--- src/rtl/cpu_pkg.sv ---
// Shared control-path types for the RV32 pipeline controller.
// Holds the sequencer state encoding and the register-address width.
package cpu_pkg;

   localparam int REG_AW = 5;

   typedef enum logic [1:0] {
      RUN     = 2'd0,
      MD_WAIT = 2'd1,
      MD_HOLD = 2'd2
   } ctrl_state_e;

endpackage

--- src/rtl/load_use_detect.sv ---
// Load-use hazard comparator between the ID operands and the load in EX.
// Purely combinational, zero latency; no flow control of its own.
module load_use_detect
   import cpu_pkg::*;
(
   input  logic [REG_AW-1:0] id_rs1,
   input  logic [REG_AW-1:0] id_rs2,
   input  logic              id_use_rs1,
   input  logic              id_use_rs2,
   input  logic [REG_AW-1:0] ex_rd,
   input  logic              ex_mem_read,
   input  logic              ex_reg_write,
   output logic              hazard
);

   logic rs1_hit;
   logic rs2_hit;

   assign rs1_hit = id_use_rs1 && (id_rs1 == ex_rd);
   assign rs2_hit = id_use_rs2 && (id_rs2 == ex_rd);
   // x0 is never really written, so a load to it cannot create a dependency
   assign hazard  = ex_mem_read && ex_reg_write && (ex_rd != '0) && (rs1_hit || rs2_hit);

endmodule

--- src/rtl/pipe_ctrl.sv ---
// Stall/flush sequencer for the 5-stage pipe, with perf counters and mul/div watchdog.
// Controls are combinational from state and inputs; dmem_busy freezes the whole pipe.
module pipe_ctrl
   import cpu_pkg::*;
#(
   parameter int CNT_W      = 32,
   parameter int MD_TIMEOUT = 64
)
(
   input  logic              clk,
   input  logic              rst,
   input  logic [REG_AW-1:0] id_rs1,
   input  logic [REG_AW-1:0] id_rs2,
   input  logic              id_use_rs1,
   input  logic              id_use_rs2,
   input  logic [REG_AW-1:0] ex_rd,
   input  logic              ex_mem_read,
   input  logic              ex_reg_write,
   input  logic              ex_redirect,
   input  logic              ex_md_req,
   output logic              md_go,
   input  logic              md_done,
   input  logic              dmem_busy,
   input  logic              perf_clr,
   output logic              pc_we,
   output logic              ifid_we,
   output logic              ifid_flush,
   output logic              idex_we,
   output logic              idex_flush,
   output logic              exmem_flush,
   output logic [CNT_W-1:0]  stall_cnt,
   output logic [CNT_W-1:0]  flush_cnt,
   output logic              md_err
);

   localparam int WD_W = $clog2(MD_TIMEOUT + 1);

   ctrl_state_e     state;
   ctrl_state_e     state_nxt;
   logic [WD_W-1:0] wd_cnt;
   logic            wd_expired;
   logic            md_timeout;
   logic            redirect_ok;
   logic            hazard;

   load_use_detect u_load_use (
      .id_rs1       (id_rs1),
      .id_rs2       (id_rs2),
      .id_use_rs1   (id_use_rs1),
      .id_use_rs2   (id_use_rs2),
      .ex_rd        (ex_rd),
      .ex_mem_read  (ex_mem_read),
      .ex_reg_write (ex_reg_write),
      .hazard       (hazard)
   );

   // wd_cnt holds the number of MD_WAIT cycles already completed
   assign wd_expired = (wd_cnt == WD_W'(MD_TIMEOUT - 1));

   always_comb begin
      state_nxt   = state;
      pc_we       = 1'b1;
      ifid_we     = 1'b1;
      idex_we     = 1'b1;
      ifid_flush  = 1'b0;
      idex_flush  = 1'b0;
      exmem_flush = 1'b0;
      md_go       = 1'b0;
      redirect_ok = 1'b0;
      md_timeout  = 1'b0;
      if (dmem_busy) begin
         pc_we   = 1'b0;
         ifid_we = 1'b0;
         idex_we = 1'b0;
         if (state == MD_WAIT && md_done) state_nxt = MD_HOLD;
      end else begin
         case (state)
            RUN: begin
               if (ex_redirect) begin
                  ifid_flush  = 1'b1;
                  idex_flush  = 1'b1;
                  redirect_ok = 1'b1;
               end else if (ex_md_req) begin
                  md_go       = 1'b1;
                  pc_we       = 1'b0;
                  ifid_we     = 1'b0;
                  idex_we     = 1'b0;
                  exmem_flush = 1'b1;
                  state_nxt   = MD_WAIT;
               end else if (hazard) begin
                  pc_we      = 1'b0;
                  ifid_we    = 1'b0;
                  idex_flush = 1'b1;
               end
            end
            MD_WAIT: begin
               if (md_done) begin
                  state_nxt = RUN;
               end else begin
                  pc_we       = 1'b0;
                  ifid_we     = 1'b0;
                  idex_we     = 1'b0;
                  exmem_flush = 1'b1;
                  if (wd_expired) begin
                     md_timeout = 1'b1;
                     state_nxt  = RUN;
                  end
               end
            end
            MD_HOLD: state_nxt = RUN;
            default: state_nxt = RUN;
         endcase
      end
   end

   always_ff @(posedge clk or posedge rst) begin
      if (rst) begin
         state     <= RUN;
         wd_cnt    <= '0;
         md_err    <= 1'b0;
         stall_cnt <= '0;
         flush_cnt <= '0;
      end else begin
         state <= state_nxt;
         // saturates so a frozen pipe cannot wrap the watchdog
         if (state != MD_WAIT)  wd_cnt <= '0;
         else if (!wd_expired)  wd_cnt <= wd_cnt + WD_W'(1);
         if (md_timeout) md_err <= 1'b1;
         if (perf_clr)                         stall_cnt <= '0;
         else if (!pc_we && stall_cnt != '1)   stall_cnt <= stall_cnt + CNT_W'(1);
         if (perf_clr)                         flush_cnt <= '0;
         else if (redirect_ok && flush_cnt != '1) flush_cnt <= flush_cnt + CNT_W'(1);
      end
   end

endmodule

--- config.mk ---
export PLATFORM = sky130hd
export DESIGN_NAME = pipe_ctrl
export DESIGN_NICKNAME = d
export VERILOG_FILES = /design/src/rtl/cpu_pkg.sv /design/src/rtl/load_use_detect.sv /design/src/rtl/pipe_ctrl.sv
export SDC_FILE = /design/constraint.sdc
export NUM_CORES = 1
export LEC_CHECK = 0
export BUFFER_PORTS_ARGS = -buffer_cell sky130_fd_sc_hd__clkbuf_2
export CAP_MARGIN = 0
export CORE_ASPECT_RATIO = 1.25
export CORE_MARGIN = 4
export CORE_UTILIZATION = 58
export DETAILED_ROUTE_END_ITERATION = 10
export GPL_ROUTABILITY_DRIVEN = 0
export GPL_TIMING_DRIVEN = 0
export PLACE_DENSITY = 0.94
export SYNTH_ARGS = -nofsm -noshare
export SYNTH_HDL_FRONTEND = slang
export SYNTH_SLANG_ARGS = --single-unit
--- constraint.sdc ---
create_clock -name clk -period 4 [get_ports clk]
set_clock_uncertainty 0.2 [all_clocks]
set_input_delay 0.6 -clock clk [delete_from_list [all_inputs] [get_ports clk]]
set_output_delay 0.6 -clock clk [all_outputs]
set_load 0.005 [all_outputs]
Word-level counts from Yosys, hierarchy flattened. Cells that the tools add are included.

Register bits: 74. Latch bits: 0. Bits in writable memories: 0. Bits in read-only memories: 0. Input bits: 26. Output and inout bits: 72. Word-level logic and storage cells: 77. Memories: 0.

Add/sub/neg operators: 3. Multiply operators: 0. Div/mod/pow operators: 0. Order comparisons: 0. Equality and inequality tests: 12. Shift operators: 0. Multiplexer cells: 42. Bitwise operators: 0. Reductions and logical operators: 15.

Operator list (number): two-way mux 32 bit (4); adder 32 x 1 -> 32 bit, second input constant (2); inequality test 32 bit, second input constant (2); two-way mux 1 bit (26); two-way mux 7 bit (2); two-way mux 2 bit (6); == test 5 bit (2); logical AND 1 bit (8); adder 7 x 1 -> 7 bit, second input constant (1); == test 7 x 6 -> 1 bit, second input constant (1); inequality test 2 x 1 -> 1 bit, second input constant (3); inequality test 3 bit, second input constant (2); one-hot mux 1 bit (2 select lines) (3); nonzero test 5 bit (1); inequality test 4 bit, second input constant (1); one-hot mux 2 bit (2 select lines) (1); AND reduction 4 bit (1); nonzero test 2 bit (2); == test 2 x 1 -> 1 bit, second input constant (1); logical NOT 2 bit (1); logical NOT 1 bit (1); logical OR 1 bit (1).

Depth between registers and ports, before layout.
Depth in word-level cells: 13. Mapped depth: 9. Gate-level depth less buffers: 7.

By module. A second synthesis with hierarchy kept.

Cells, all modules: 434. Area, all modules: 4180.3 um^2.

Modules (own cells, without submodules): pipe_ctrl (instances 1, cells an instance 417, area an instance 4045.1 um^2, sequential area each 1851.8 um^2); load_use_detect (instances 1, cells an instance 17, area an instance 135.1 um^2, sequential area each 0.0 um^2).

Least setup slack after synthesis. OpenSTA, ideal clock, no wires.

Path kind: input port to output port. Start: input port ex_rd[0]. End: output port pc_we. Arrival: 1.796 ns. Data required time: 3.200 ns. Setup slack: 1.404 ns. Stages: 5. Buffers on the path: 1. Cell sequence: or3_1 o311a_1 a31o_4 o21ai_0 buf_4.

Word-level cells in the longest chain between the ends: 9. Elaborated cells on any way between the ends: 13. Classes of those cells: eq/ne: 2; mux: 5; reduce/logical: 6.

Ends and longest elaborated chain: start: declaration (RTL line pipe_ctrl.sv:16) `input logic [REG_AW-1:0] ex_rd,`; == test 5 bit (on tied branches) (RTL line load_use_detect.sv:19, load_use_detect.sv:20); logical AND 1 bit (on tied branches) (RTL line load_use_detect.sv:19, load_use_detect.sv:20); logical OR 1 bit (RTL line load_use_detect.sv:22) `assign hazard = ex_mem_read && ex_reg_write && (ex_rd != '0) && (rs1_hit || rs2_hit);`; logical AND 1 bit (*) (RTL line load_use_detect.sv:22); two-way mux 1 bit (*) (3 in a row); one-hot mux 1 bit (2 select lines) (*); two-way mux 1 bit (*); end: declaration (RTL line pipe_ctrl.sv:25) `output logic pc_we,`.

Every way passes the cells marked *; elsewhere a longest branch is shown, timed or not.

Worst setup path in the final report.
Start: register state[0]. End: output port pc_we.

Word-level cells in the longest chain between the ends: 3. Elaborated cells on any way between the ends: 4. Classes of those cells: eq/ne: 1; mux: 2; reduce/logical: 1.

Ends and longest elaborated chain: start: declaration (RTL line pipe_ctrl.sv:38) `ctrl_state_e state;`; start signal: assignment (RTL line pipe_ctrl.sv:124) `state <= state_nxt;`; == test 2 x 1 -> 1 bit / logical NOT 2 bit (equally long branches) (RTL line pipe_ctrl.sv:77) `case (state)`; one-hot mux 1 bit (2 select lines) (*) (RTL line pipe_ctrl.sv:77); two-way mux 1 bit (*) (RTL line pipe_ctrl.sv:71) `if (dmem_busy) begin`.

Marks and branches as above.

==> impl_metrics.py <==
metrics = {
    "status": {
        "status": "complete, no violations",
    },
    "routing": {
        "wl_met1_mm": 4.203,
        "drt-total-wl_mm": 10.89,
        "topRoutingLayerUsed": "met4",
        "wl_met2_mm": 5.765,
        "drt_iter0_drc": 266,
        "drt-wirelength-per-cell_um": 16.57,
        "drtAntennaViolNets": 0,
        "via_per_inst": 6.160,
        "vias": 4047,
        "wl_met3_um": 736,
        "dr.pass1.iters": 5,
        "drc": 0,
    },
    "power": {
        "p_per_area_nw_per_um2": 326.7,
        "max-vdd-ir-drop_mv": 0.2953,
        "cellLeakagePower_uw": 0.002178,
        "p_total_uw": 1649,
    },
    "critical_path": {
        "path_delay_family": "compound AO/OA/AOI/OAI gates",
        "crit_chain": "buf_6 > and2b_1 > a221o_2 > a31o_4 > o21ai_0 > buf_4 > clkbuf_2",
        "cpMaxStageDelayCell": "a221o_2",
        "critPathMaxFanout": 9,
        "crit_buf_inv": 3,
        "cp-start-kind": "flop",
        "arrival_ps": 2060,
        "critPathRequiredTime_ps": 3200,
        "crit_type": "flop to primary output",
        "r2r_cells": 8,
        "crit_path_end_kind": "primary output",
        "reg2reg_slack_ps": 1290,
        "rr_startpoint": "stall_cnt[1]$_DFFE_PP0P_",
        "r2r_end": "stall_cnt[8]$_DFFE_PP0P_",
        "critPathMaxStageDelay_ps": 400,
    },
    "floorplan": {
        "die_h_um": 103.1,
        "io_pins": 98,
        "rows": 34,
        "initial_core_util": 0.5982,
        "die_area_um2": 8674,
        "fp.dieW_um": 84.11,
        "core_um2": 7019,
    },
    "yosys": {
        "netlist_area_um2": 4199,
        "yosysTopAreaCellShare": 0.4410,
        "yosysTopAreaCell": "dfrtp_1",
        "avgSynthCellArea_um2": 9.249,
        "synth_edf_count": 0,
        "ys_ff_latch": 74,
        "netlist_instances": 454,
        "async_flop_share": 1.000,
        "synthTopCellsByArea": "dfrtp_1 (44%), or3_1 (5.2%), a21oi_1 (5.1%), xnor2_1 (4.8%), o21ai_0 (4.3%)",
        "yosysWarnings": 0,
        "yosysSeqAreaShare": 0.4410,
        "synth_nets": 483,
        "synth_cell_types": 52,
        "synthFlopType": "dfrtp_1",
    },
    "sta": {
        "fin_crit_ps": 2864,
        "finalMaxSlewViolations": 0,
        "max_freq_mhz": 349.2,
        "finalSetupViolations": 0,
        "min_period_over_period": 0.7160,
        "whs_ps": 271.5,
        "final_hold_viol_count": 0,
        "worstMarginPinSlew_ps": 715.1,
        "slew_headroom": 0.5189,
        "grt_setup_unrepaired": "no",
        "fin_tns_setup_ps": 0,
    },
    "finish": {
        "fin_area_um2": 5046,
        "drive_above_1_share": 0.2416,
        "syn2layout_area_growth_pct": 20.17,
        "final_cell_mix": "clkbuf_2 (96), dfrtp_1 (74), a21oi_1 (43)",
        "layout_commonest_cell": "clkbuf_2",
        "nNetsFinal": 591,
        "antenna_cells": 0,
        "final_util": 0.7189,
    },
    "grt": {
        "grt-ovfl-total": 0,
        "antenna_found_initial": 0,
        "grt.total_usage": 0.2533,
        "grt_pass1_wl_mm": 17.93,
        "grt_pass1_vias": 3898,
        "grt_max_degree": 64,
    },
    "clocking": {
        "cts_resized": 0,
        "cts_buffers": 9,
        "clock_latency_ps": 350,
        "ctsRootBufferMaster": "clkbuf_8",
        "path_clk_slew_ps": 80,
        "cts_tree": "built",
        "cts.htree.levels": 3,
        "clock-sinks": 74,
        "clockBufferDepth": 2,
    },
    "place": {
        "dpl_cell_area_um2": 4817,
        "port_buffers": 95,
        "dpl.hpwl_mm": 7.942,
    },
    "hold_path": {
        "hold_path.startpoint": "md_err$_DFFE_PP0P_",
        "holdPathStages": 1,
        "min_path_type": "flop to flop",
        "min_to": "md_err$_DFFE_PP0P_",
    },
    "flow_run": {
        "max_cap_violations": 0,
    },
}
==> stage by stage <==
| stage | cells | worst slack (ps) |
|---|---|---|
| final | 657 | 1136 |
| after global routing | 657 | 1029 |
| after CTS | 657 | 1110 |
| after detailed placement | 640 | 1151 |
| after global placement | 639 | 444.9 |
| after floorplan | 454 | 1318 |
==> flip-flops by register name (all words and copies together) (netlist names) <==
| name | cells |
|---|---|
| state | 2 |
| stall_cnt | 32 |
| flush_cnt | 32 |
| md_err | 1 |
| wd_cnt | 7 |
==> worst max path at each step <==
stage                     cells after the start                  from                         to  slack [ps]
after floorplan                               1                   rst   flush_cnt[0]$_DFFE_PP0P_        1320
after global placement                        2                   rst  flush_cnt[18]$_DFFE_PP0P_         440
after detailed placement                      7              ex_rd[0]                      pc_we        1150
after CTS                                     7  state[0]$_DFFE_PP0P_                      pc_we        1110
after global routing                          7  state[0]$_DFFE_PP0P_                      pc_we        1030
final                                         7  state[0]$_DFFE_PP0P_                      pc_we        1140
==> final cells by class <==
type / instances / area, um^2
plain buffers: 21 / 133.9
clock buffers: 11 / 141.4
clock inverters: 5 / 77.57
fillers: 513 / 1973
inverters: 11 / 43.79
multi-input cells: 348 / 2172
flip-flops and latches: 74 / 1852
well taps: 90 / 112.6
repair buffers: 97 / 513.0
==> logic make-up (layout without fill, tap and decap cells) <==
group                      after synthesis  count (layout)  share of synthesized area
and+or+nand+nor                        206             206                     0.2780
xor gates and xnor gates                34              34                    0.07092
muxes                                    2               2                   0.004768
AOI/OAI and AO/OA                      103             103                     0.1547
DFF                                     74              74                     0.4410
buffers and inverters                   32             145                    0.04171
adders and majority gates                3               3                   0.008940
==> timing repair <==
action | CTS | global route
hold endpoints to repair | 11 | 0
buffers inserted | 0 | 0
hold buffers | 1 | 0
==> layer usage <==
metal | up-vias | track usage
met5 | - | 0
met4 | 0 | 0.1126
met3 | 22 | 0.05675
met2 | 169 | 0.4514
met1 | 1975 | 0.2933
li1 | 1881 | -
==> synth_stat cells, types with 2 or more instances <==
library cell  number
a31oi_1            3
and4_1             7
a21oi_1           43
nor2_1            37
and3_1            10
o21ai_0           36
xor2_1            11
or4_1              8
or2_2              2
dfrtp_1           74
o2111ai_4          2
nand2_1           25
xnor2_1           23
nor4_1             2
ha_1               3
and2_1             6
inv_1             11
mux2i_1            2
buf_6              5
nand4_1           21
clkbuf_1          11
nor3_1            10
nor2b_1            3
and4_4             2
nand3_1           29
or3_1             35
o31ai_1            8
==> power by group <==
| part | internal (uW) | switching (uW) | leakage, uW |
|---|---|---|---|
| registers | 760 | 15.4 | 0.00103 |
| logic | 88.5 | 131 | 0.00104 |
| clock network | 367 | 287 | 0.000109 |
| total | 1220 | 433 | 0.00218 |
No activity file was read; power rests on OpenSTA's default activity.
